[src/rtl/fifo_stream_arbiter.sv]
// -----------------------------------------------------------------------------
// fifo_stream_arbiter
//
// Round-robin arbiter that shares one FIFO write port between NUM_REQ
// valid/ready producer streams. A granted requester owns the FIFO input for a
// burst. The burst ends on the requester's s_last flag or after MAX_BURST beats,
// whichever comes first. Each beat is tagged with its source ID on m_id so the
// FIFO consumer can demultiplex.
//
// Optional build macro:
//   ARB_WATCHDOG_EN - when defined, a requester that holds the grant with its
//                     valid low for TIMEOUT consecutive cycles loses the grant.
//                     No beat and no m_last are produced for that release.
//
// Ports:
//   clk      in   1               clock
//   resetn   in   1               synchronous, active-low reset
//   s_data   in   NUM_REQ*WIDTH   requester data, requester i at [i*WIDTH +: WIDTH]
//   s_valid  in   NUM_REQ         per-requester valid
//   s_last   in   NUM_REQ         per-requester end-of-burst flag
//   s_ready  out  NUM_REQ         per-requester ready
//   m_data   out  WIDTH           data to the FIFO
//   m_id     out  LOG_REQ         source ID of the current beat
//   m_valid  out  1               valid to the FIFO
//   m_last   out  1               final beat of the current grant
//   m_ready  in   1               FIFO ready
//   busy     out  1               high while a grant is held (LOCK)
// -----------------------------------------------------------------------------
module fifo_stream_arbiter #(
    parameter int WIDTH     = 72,
    parameter int NUM_REQ   = 4,
    parameter int LOG_REQ   = 2,
    parameter int MAX_BURST = 16,
    parameter int LOG_BURST = 4,
    parameter int TIMEOUT   = 64
) (
    input  logic                     clk,
    input  logic                     resetn,
    input  logic [NUM_REQ*WIDTH-1:0] s_data,
    input  logic [NUM_REQ-1:0]       s_valid,
    input  logic [NUM_REQ-1:0]       s_last,
    output logic [NUM_REQ-1:0]       s_ready,
    output logic [WIDTH-1:0]         m_data,
    output logic [LOG_REQ-1:0]       m_id,
    output logic                     m_valid,
    output logic                     m_last,
    input  logic                     m_ready,
    output logic                     busy
);

    // Parameter sanity: the ID and beat counters rely on power-of-two sizes
    // wrapping naturally, and the stall counter needs at least one bit.
    if (NUM_REQ != (1 << LOG_REQ)) begin : g_bad_num_req
        $error("fifo_stream_arbiter: NUM_REQ must equal 2**LOG_REQ");
    end
    if (MAX_BURST != (1 << LOG_BURST)) begin : g_bad_max_burst
        $error("fifo_stream_arbiter: MAX_BURST must equal 2**LOG_BURST");
    end
    if (TIMEOUT < 2) begin : g_bad_timeout
        $error("fifo_stream_arbiter: TIMEOUT must be at least 2");
    end

    typedef enum logic {
        IDLE = 1'b0,
        LOCK = 1'b1
    } state_t;

    state_t               state;
    state_t               state_nxt;
    logic [LOG_REQ-1:0]   grant;
    logic [LOG_REQ-1:0]   last_grant;
    logic [LOG_REQ-1:0]   winner;
    logic                 any_valid;
    logic [LOG_BURST-1:0] beat_cnt;
    logic                 beat;
    logic                 release_grant;

`ifdef ARB_WATCHDOG_EN
    localparam int STALL_W = $clog2(TIMEOUT);
    logic [STALL_W-1:0] stall_cnt;
    logic               stall_expired;

    // Release when this stall cycle would be the TIMEOUT-th in a row.
    assign stall_expired = (state == LOCK) && !s_valid[grant] &&
                           (stall_cnt == STALL_W'(TIMEOUT - 1));
`endif

    // Round-robin search: look upward from last_grant+1. The index sum is
    // LOG_REQ bits wide, so it wraps modulo NUM_REQ; offset NUM_REQ lands on
    // last_grant itself, giving it the lowest priority.
    // NOTE: every variable written in a combinational block gets a default
    // first so no path leaves it unassigned and no latch is inferred.
    always_comb begin
        winner    = last_grant;
        any_valid = 1'b0;
        for (int i = 1; i <= NUM_REQ; i++) begin
            if (!any_valid && s_valid[last_grant + LOG_REQ'(i)]) begin
                winner    = last_grant + LOG_REQ'(i);
                any_valid = 1'b1;
            end
        end
    end

    // Next state and the LOCK pass-through. The data path is purely
    // combinational so a granted beat costs no extra latency.
    always_comb begin
        state_nxt     = state;
        s_ready       = '0;
        m_valid       = 1'b0;
        m_last        = 1'b0;
        m_data        = s_data[int'(grant) * WIDTH +: WIDTH];
        m_id          = grant;
        beat          = 1'b0;
        release_grant = 1'b0;

        case (state)
            IDLE: begin
                if (any_valid) begin
                    state_nxt = LOCK;
                end
            end
            LOCK: begin
                // Gating with resetn guarantees nothing transfers in a reset
                // cycle, so an interrupted burst is simply dropped.
                m_valid        = resetn && s_valid[grant];
                s_ready[grant] = resetn && m_ready;
                m_last         = m_valid &&
                                 (s_last[grant] || (beat_cnt == LOG_BURST'(MAX_BURST - 1)));
                beat           = m_valid && m_ready;
                if (beat && m_last) begin
                    release_grant = 1'b1;
                    state_nxt     = IDLE;
                end
`ifdef ARB_WATCHDOG_EN
                else if (stall_expired) begin
                    release_grant = 1'b1;
                    state_nxt     = IDLE;
                end
`endif
            end
            default: state_nxt = IDLE;
        endcase
    end

    // NOTE: sequential state uses non-blocking assignments so every register
    // samples the pre-edge values regardless of block ordering.
    always_ff @(posedge clk) begin
        if (!resetn) begin
            state <= IDLE;
        end else begin
            state <= state_nxt;
        end
    end

    // Grant bookkeeping and beat counter. The beat counter never wraps on its
    // own: the beat that reaches MAX_BURST-1 forces m_last and a release.
    // NOTE: reset is synchronous, so every control register is cleared here on
    // the clock edge; the data path itself holds no storage to reset.
    always_ff @(posedge clk) begin
        if (!resetn) begin
            grant      <= '0;
            last_grant <= LOG_REQ'(NUM_REQ - 1);
            beat_cnt   <= '0;
        end else begin
            case (state)
                IDLE: begin
                    beat_cnt <= '0;
                    if (any_valid) begin
                        grant <= winner;
                    end
                end
                LOCK: begin
                    if (release_grant) begin
                        last_grant <= grant;
                        beat_cnt   <= '0;
                    end else if (beat) begin
                        beat_cnt <= beat_cnt + 1'b1;
                    end
                end
                default: beat_cnt <= '0;
            endcase
        end
    end

`ifdef ARB_WATCHDOG_EN
    // Counts consecutive LOCK cycles with the granted valid low; any valid
    // cycle, any release or leaving LOCK starts the count again.
    always_ff @(posedge clk) begin
        if (!resetn) begin
            stall_cnt <= '0;
        end else if (state == LOCK && !s_valid[grant] && !release_grant) begin
            stall_cnt <= stall_cnt + 1'b1;
        end else begin
            stall_cnt <= '0;
        end
    end
`endif

    assign busy = (state == LOCK);

endmodule

[config.mk]
export PLATFORM = sky130hd
export DESIGN_NAME = fifo_stream_arbiter
export DESIGN_NICKNAME = d
export VERILOG_FILES = /design/src/rtl/fifo_stream_arbiter.sv
export SDC_FILE = /design/constraint.sdc
export NUM_CORES = 1
export LEC_CHECK = 0
export BUFFER_PORTS_ARGS = -buffer_cell sky130_fd_sc_hd__buf_2
export CORE_AREA = 2 2 148 150
export DETAILED_ROUTE_END_ITERATION = 7
export DIE_AREA = 0 0 150 152
export PLACE_DENSITY = 0.38
export SKIP_CTS_REPAIR_TIMING = 1
export SYNTH_ARGS = -nofsm -noshare
export SYNTH_HDL_FRONTEND = slang
export SYNTH_SLANG_ARGS = --single-unit
[constraint.sdc]
create_clock -name clk -period 2 [get_ports clk]
set_input_delay 0.1 -clock clk [delete_from_list [all_inputs] [get_ports clk]]
set_output_delay 0.1 -clock clk [all_outputs]
set_load 0.05 [all_outputs]
* Yosys cells after proc, flatten, opt, wreduce, memory -nomap -nowiden
Cells that the tools add are included.
** Word-level totals
- Bits in registers :: 9
- Output and inout bits :: 81
- Logic and storage cells :: 69
- Bits in read-only memories :: 0
- Input port bits :: 299
- Latch bits :: 0
- Bits in writable memories :: 0
- Memories :: 0
** Cells by class
- Bitwise logic cells :: 2
- Divide/modulo/power cells :: 0
- Magnitude comparators :: 6
- Multipliers :: 1
- Multiplexer cells :: 34
- Eq/ne operators :: 2
- Shift-type cells :: 1
- Reduce and logical (&&, ||, !) cells :: 15
- Add/sub/neg operators :: 4
** Operator list (number)
- 288-bit by 10-bit variable part select with 72-bit output :: 1
- 1-bit two-way mux :: 18
- 2-bit by 3-bit less-than comparator with 1-bit output (second input constant) :: 5
- 1-bit binary-select mux with 2-bit select :: 6
- 4-bit two-way mux :: 3
- 1-bit logical AND :: 9
- 2-bit two-way mux :: 4
- 4-bit case mux with 2 select lines :: 1
- 2-bit by 4-bit multiplier with 6-bit output (second input constant) :: 1
- 2-bit adder (second input constant) :: 2
- 4-bit by 1-bit adder with 4-bit output (second input constant) :: 1
- 4-bit bitwise AND :: 1
- 4-bit equality test (second input constant) :: 1
- 2-bit AND reduction :: 2
- 1-bit logical NOT :: 3
- 3-bit by 1-bit inequality test with 1-bit output (second input constant) :: 1
- 2-bit by 1-bit adder with 2-bit output (second input constant) :: 1
- 1-bit demux with 2-bit select :: 1
- 2-bit by 1-bit greater-or-equal comparator with 1-bit output (second input constant) :: 1
- 1-bit case mux with 2 select lines :: 1
- 1-bit logical OR :: 1
- 1-bit inverter :: 1

* Logic depth before layout (Yosys ltp)
- Word-level depth :: 15
- Mapped depth :: 5
- Gate-level depth less buffers :: 5

* Worst setup path before layout
OpenSTA, ideal clock, no wires.
- Path type :: reg2out
- Start point :: register grant[0], in the netlist m_id[0]
- End point :: output s_ready[1]
- Buffers on the path :: 2
- Slack :: -481 ps
- Data required time :: 1900 ps
- Stages on the path, launching flop included :: 4
- Arrival time :: 2381 ps
- Cell sequence :: dfxtp_1 > buf_6 > clkbuf_1 > nor3b_1
** On the way
- Cells in the longest elaborated chain, start to end :: 6
- Elaborated cells on any way between the ends :: 7
- Those cells by class :: order compare: 2; mux: 3; bitwise: 1; reduce/logical: 1
** Ends and longest elaborated chain
- start, declared :: line 70 : logic [LOG_REQ-1:0] grant;
- start signal, assigned :: line 169 : grant <= winner;
- 2-bit by 3-bit less-than comparator with 1-bit output (implied by the code) / 2-bit by 1-bit greater-or-equal comparator with 1-bit output (equally long branches) :: line 126 : s_ready[grant] = resetn && m_ready;
- 1-bit logical AND :: line 126
- 1-bit two-way mux (implied by the code) :: line 126
- 1-bit demux with 2-bit select (*) :: line 126
- 4-bit bitwise AND (no source line) (*)
- 4-bit two-way mux (*) :: line 116 : case (state)
- end, declared :: line 42 : output logic [NUM_REQ-1:0] s_ready,
Mark *: on every way between the ends. The rest lies on a longest branch, timed or not.

* Worst setup path in the final report
- Start point :: register grant[0], in the netlist m_id[0]
- End point :: output m_last
** On the way
- Cells in the longest elaborated chain, start to end :: 5
- Elaborated cells on any way between the ends :: 8
- Those cells by class :: mux: 5; reduce/logical: 3
** Ends and longest elaborated chain
- 1-bit binary-select mux with 2-bit select (on tied branches) :: line 125, 128
- 1-bit two-way mux (on tied branches) :: line 125, 128
- 1-bit logical AND / 1-bit logical OR (equally long branches) :: line 125, 128
- 1-bit logical AND (*) :: line 127 : m_last = m_valid &&
- 1-bit two-way mux (*) :: line 116
- end, declared :: line 46 : output logic m_last,
Mark *: on every way between the ends. The rest lies on a longest branch, timed or not. The select of a mux whose other input is x is not followed.

==> qor.yml <==
outcome: "finished, final reports clean"
htreeDepth: 1
avgSynthCellArea_um2: 14.4
drc_errors: 0
clock_latency_ns: 0.23
yosysWarnings: 0
worstPathMaxFanout: 5
irDropWorstVdd_mv: 0.198
tritoncts: "built"
syn_to_final_growth_pct: 104
critPathMaxStageDelay_ns: 0.58
synthesis.area_um2: 2260
gp_congestion: 0.774
portBuffers: 379
synth.ff_latch_count: 9
cp_cell_sequence: "mux4_2 > nor2_1 > nor2b_4 > buf_2"
criticalPathCategory: "flip-flop to output pin"
arrival_ns: 1.81
reg2reg_depth: 4
dpl.hpwl_um: 12400
die_h_um: 152
final_core_util: 0.215
drive_gt1_frac: 0.891
start_kind: "flip-flop"
fin_crit_sh: 0.956
setup_viol: 0
max-cap-violations: 0
dr.pass1.iters: 6
wl_um: 13900
slew_headroom: 0.657
wl_per_cell_um: 17.3
cts-root-buf: "clkbuf_16"
grt_first_pass_wirelength_um: 20000
yosysTopAreaCellShare: 0.739
path_delay_family: "multiplexers"
vias_per_cell: 4.05
p_per_area_nw_per_um2: 514
clockBufferDepth: 2
cts_buffers: 3
netlist_instances: 157
final_nets: 825
first_iter_violations: 128
synth_area_leaders: "mux4_2 (74%), dfxtp_1 (8.0%), clkbuf_1 (1.8%)"
max_slew.worst_pin.slew_ns: 0.515
gr-total-overflow: 0
fp.dieW_um: 150
slowest_stage: "mux4_2"
whs_path_depth: 2
grtUsageTotal: 0.113
vias: 3267
clk_pin_slew_ns: 0.04
fp.coreArea_um2: 21400
grt_max_degree: 79
min_period_ns: 1.91
rsz0062_at_grt: "no"
finalMaxSlewViolations: 0
start_util: 0.106
holdCritPathClass: "input pin to flip-flop"
cp_num_buf_inv: 1
synth_nets: 457
rows: 54
cp-end-kind: "output pin"
finalHoldViolCount: 0
final_common_cell: "buf_2"
synth_area_leader_cell: "mux4_2"
die_area_um2: 22800
seq_area_frac_synth: 0.0799
clock_sinks: 9
pin_count: 380
path_depth: 4
antenna_found_initial: 2
grt_pass1_vias: 3448
required_ns: 1.90
postRouteAntennaNets: 0
max_freq_mhz: 523
p_leak_nw: 2.18
synth.distinct_cells: 27
whs_ns: 0.150
final_cell_mix: "buf_2 (379), mux4_2 (74), nand2_1 (7), dfxtp_1 (7)"
fin_skew_ns: 0.000863
[cell usage after synthesis]
cell type	n
mux4_2	74
clkbuf_1	11
dfxtp_1	9
buf_2	7
nand2_1	7
nor2_1	6
a21oi_1	5
nand3_1	5
and3_1	4
o21ai_0	4
nand2b_1	3
nand4_1	3
mux2i_1	2
nor2b_1	2
nor3_1	2
nor3b_1	2
a21boi_0	1
a31oi_1	1
buf_4	1
buf_6	1
ha_1	1
o211a_1	1
o211ai_1	1
o22ai_1	1
o31ai_1	1
or4_1	1
or4b_1	1
[state kept, by name, summed over array words and instances, names as in the netlist]
name        cells
m_id            2
busy            1
beat_cnt        4
last_grant      2
[where the power goes]
part,switching (mW),internal [mW],leakage [nW]
sequential,0.0174,0.187,0.0747
combinational,1.12,0.688,2.07
clock,0.0899,0.267,0.0382
[through the flow]
| step | setup TNS, ns | std cells | worst slack (ns) | cell area (um^2) | power [mW] |
|---|---|---|---|---|---|
| 6_report | 0 | 806 | 0.0884 | 4600 | 2.37 |
| 5_1_grt | 0 | 805 | 0.0139 | 4600 | 2.49 |
| 4_1_cts | 0 | 804 | 0.0629 | 4600 | 2.39 |
| 3_5_place_dp | 0 | 800 | 0.202 | 4520 | 2.03 |
| 3_3_place_gp | 0 | 800 | 0.228 | 4520 | 2.03 |
| 2_1_floorplan | -0.724 | 157 | -0.0362 | 2280 | 1.45 |
[cell families (layout without fill, tap and decap cells)]
group,Yosys count,after routing,synth area share
and+or+nand+nor,36,36,0.0849
AOI/OAI and AO/OA,15,15,0.0399
muxes,76,76,0.748
DFF,9,9,0.0799
buffers and inverters,20,387,0.0422
adders and majority gates,1,1,0.00555
other,0,2,0
[layout make-up]
type	instances	area [um^2]
multi-input cells	128	2000
diodes	2	5.00
repair buffers	383	1980
flip-flops and latches	9	188
clock buffers	4	78.8
fillers	2415	16700
well taps	280	350
[path summary, 6_finish.rpt]
kind | startpoint | endpoint | slack (ns)
max | m_id[0] | m_last | 0.09
min | resetn | last_grant[0] | 0.15
max reg2reg | m_id[0] | last_grant[1] | 0.22
min reg2reg | beat_cnt[2] | beat_cnt[2] | 0.50
[layer usage]
layer	up-vias	wire (um)	GRT usage	share of wire
met4	0	142	0.0153	0.010
met2	190	7130	0.207	0.51
met3	13	1170	0.0195	0.084
li1	1461	-	-	-
met5	-	0	0	0
met1	1603	5470	0.140	0.39
No activity file was read; power rests on OpenSTA's default activity.
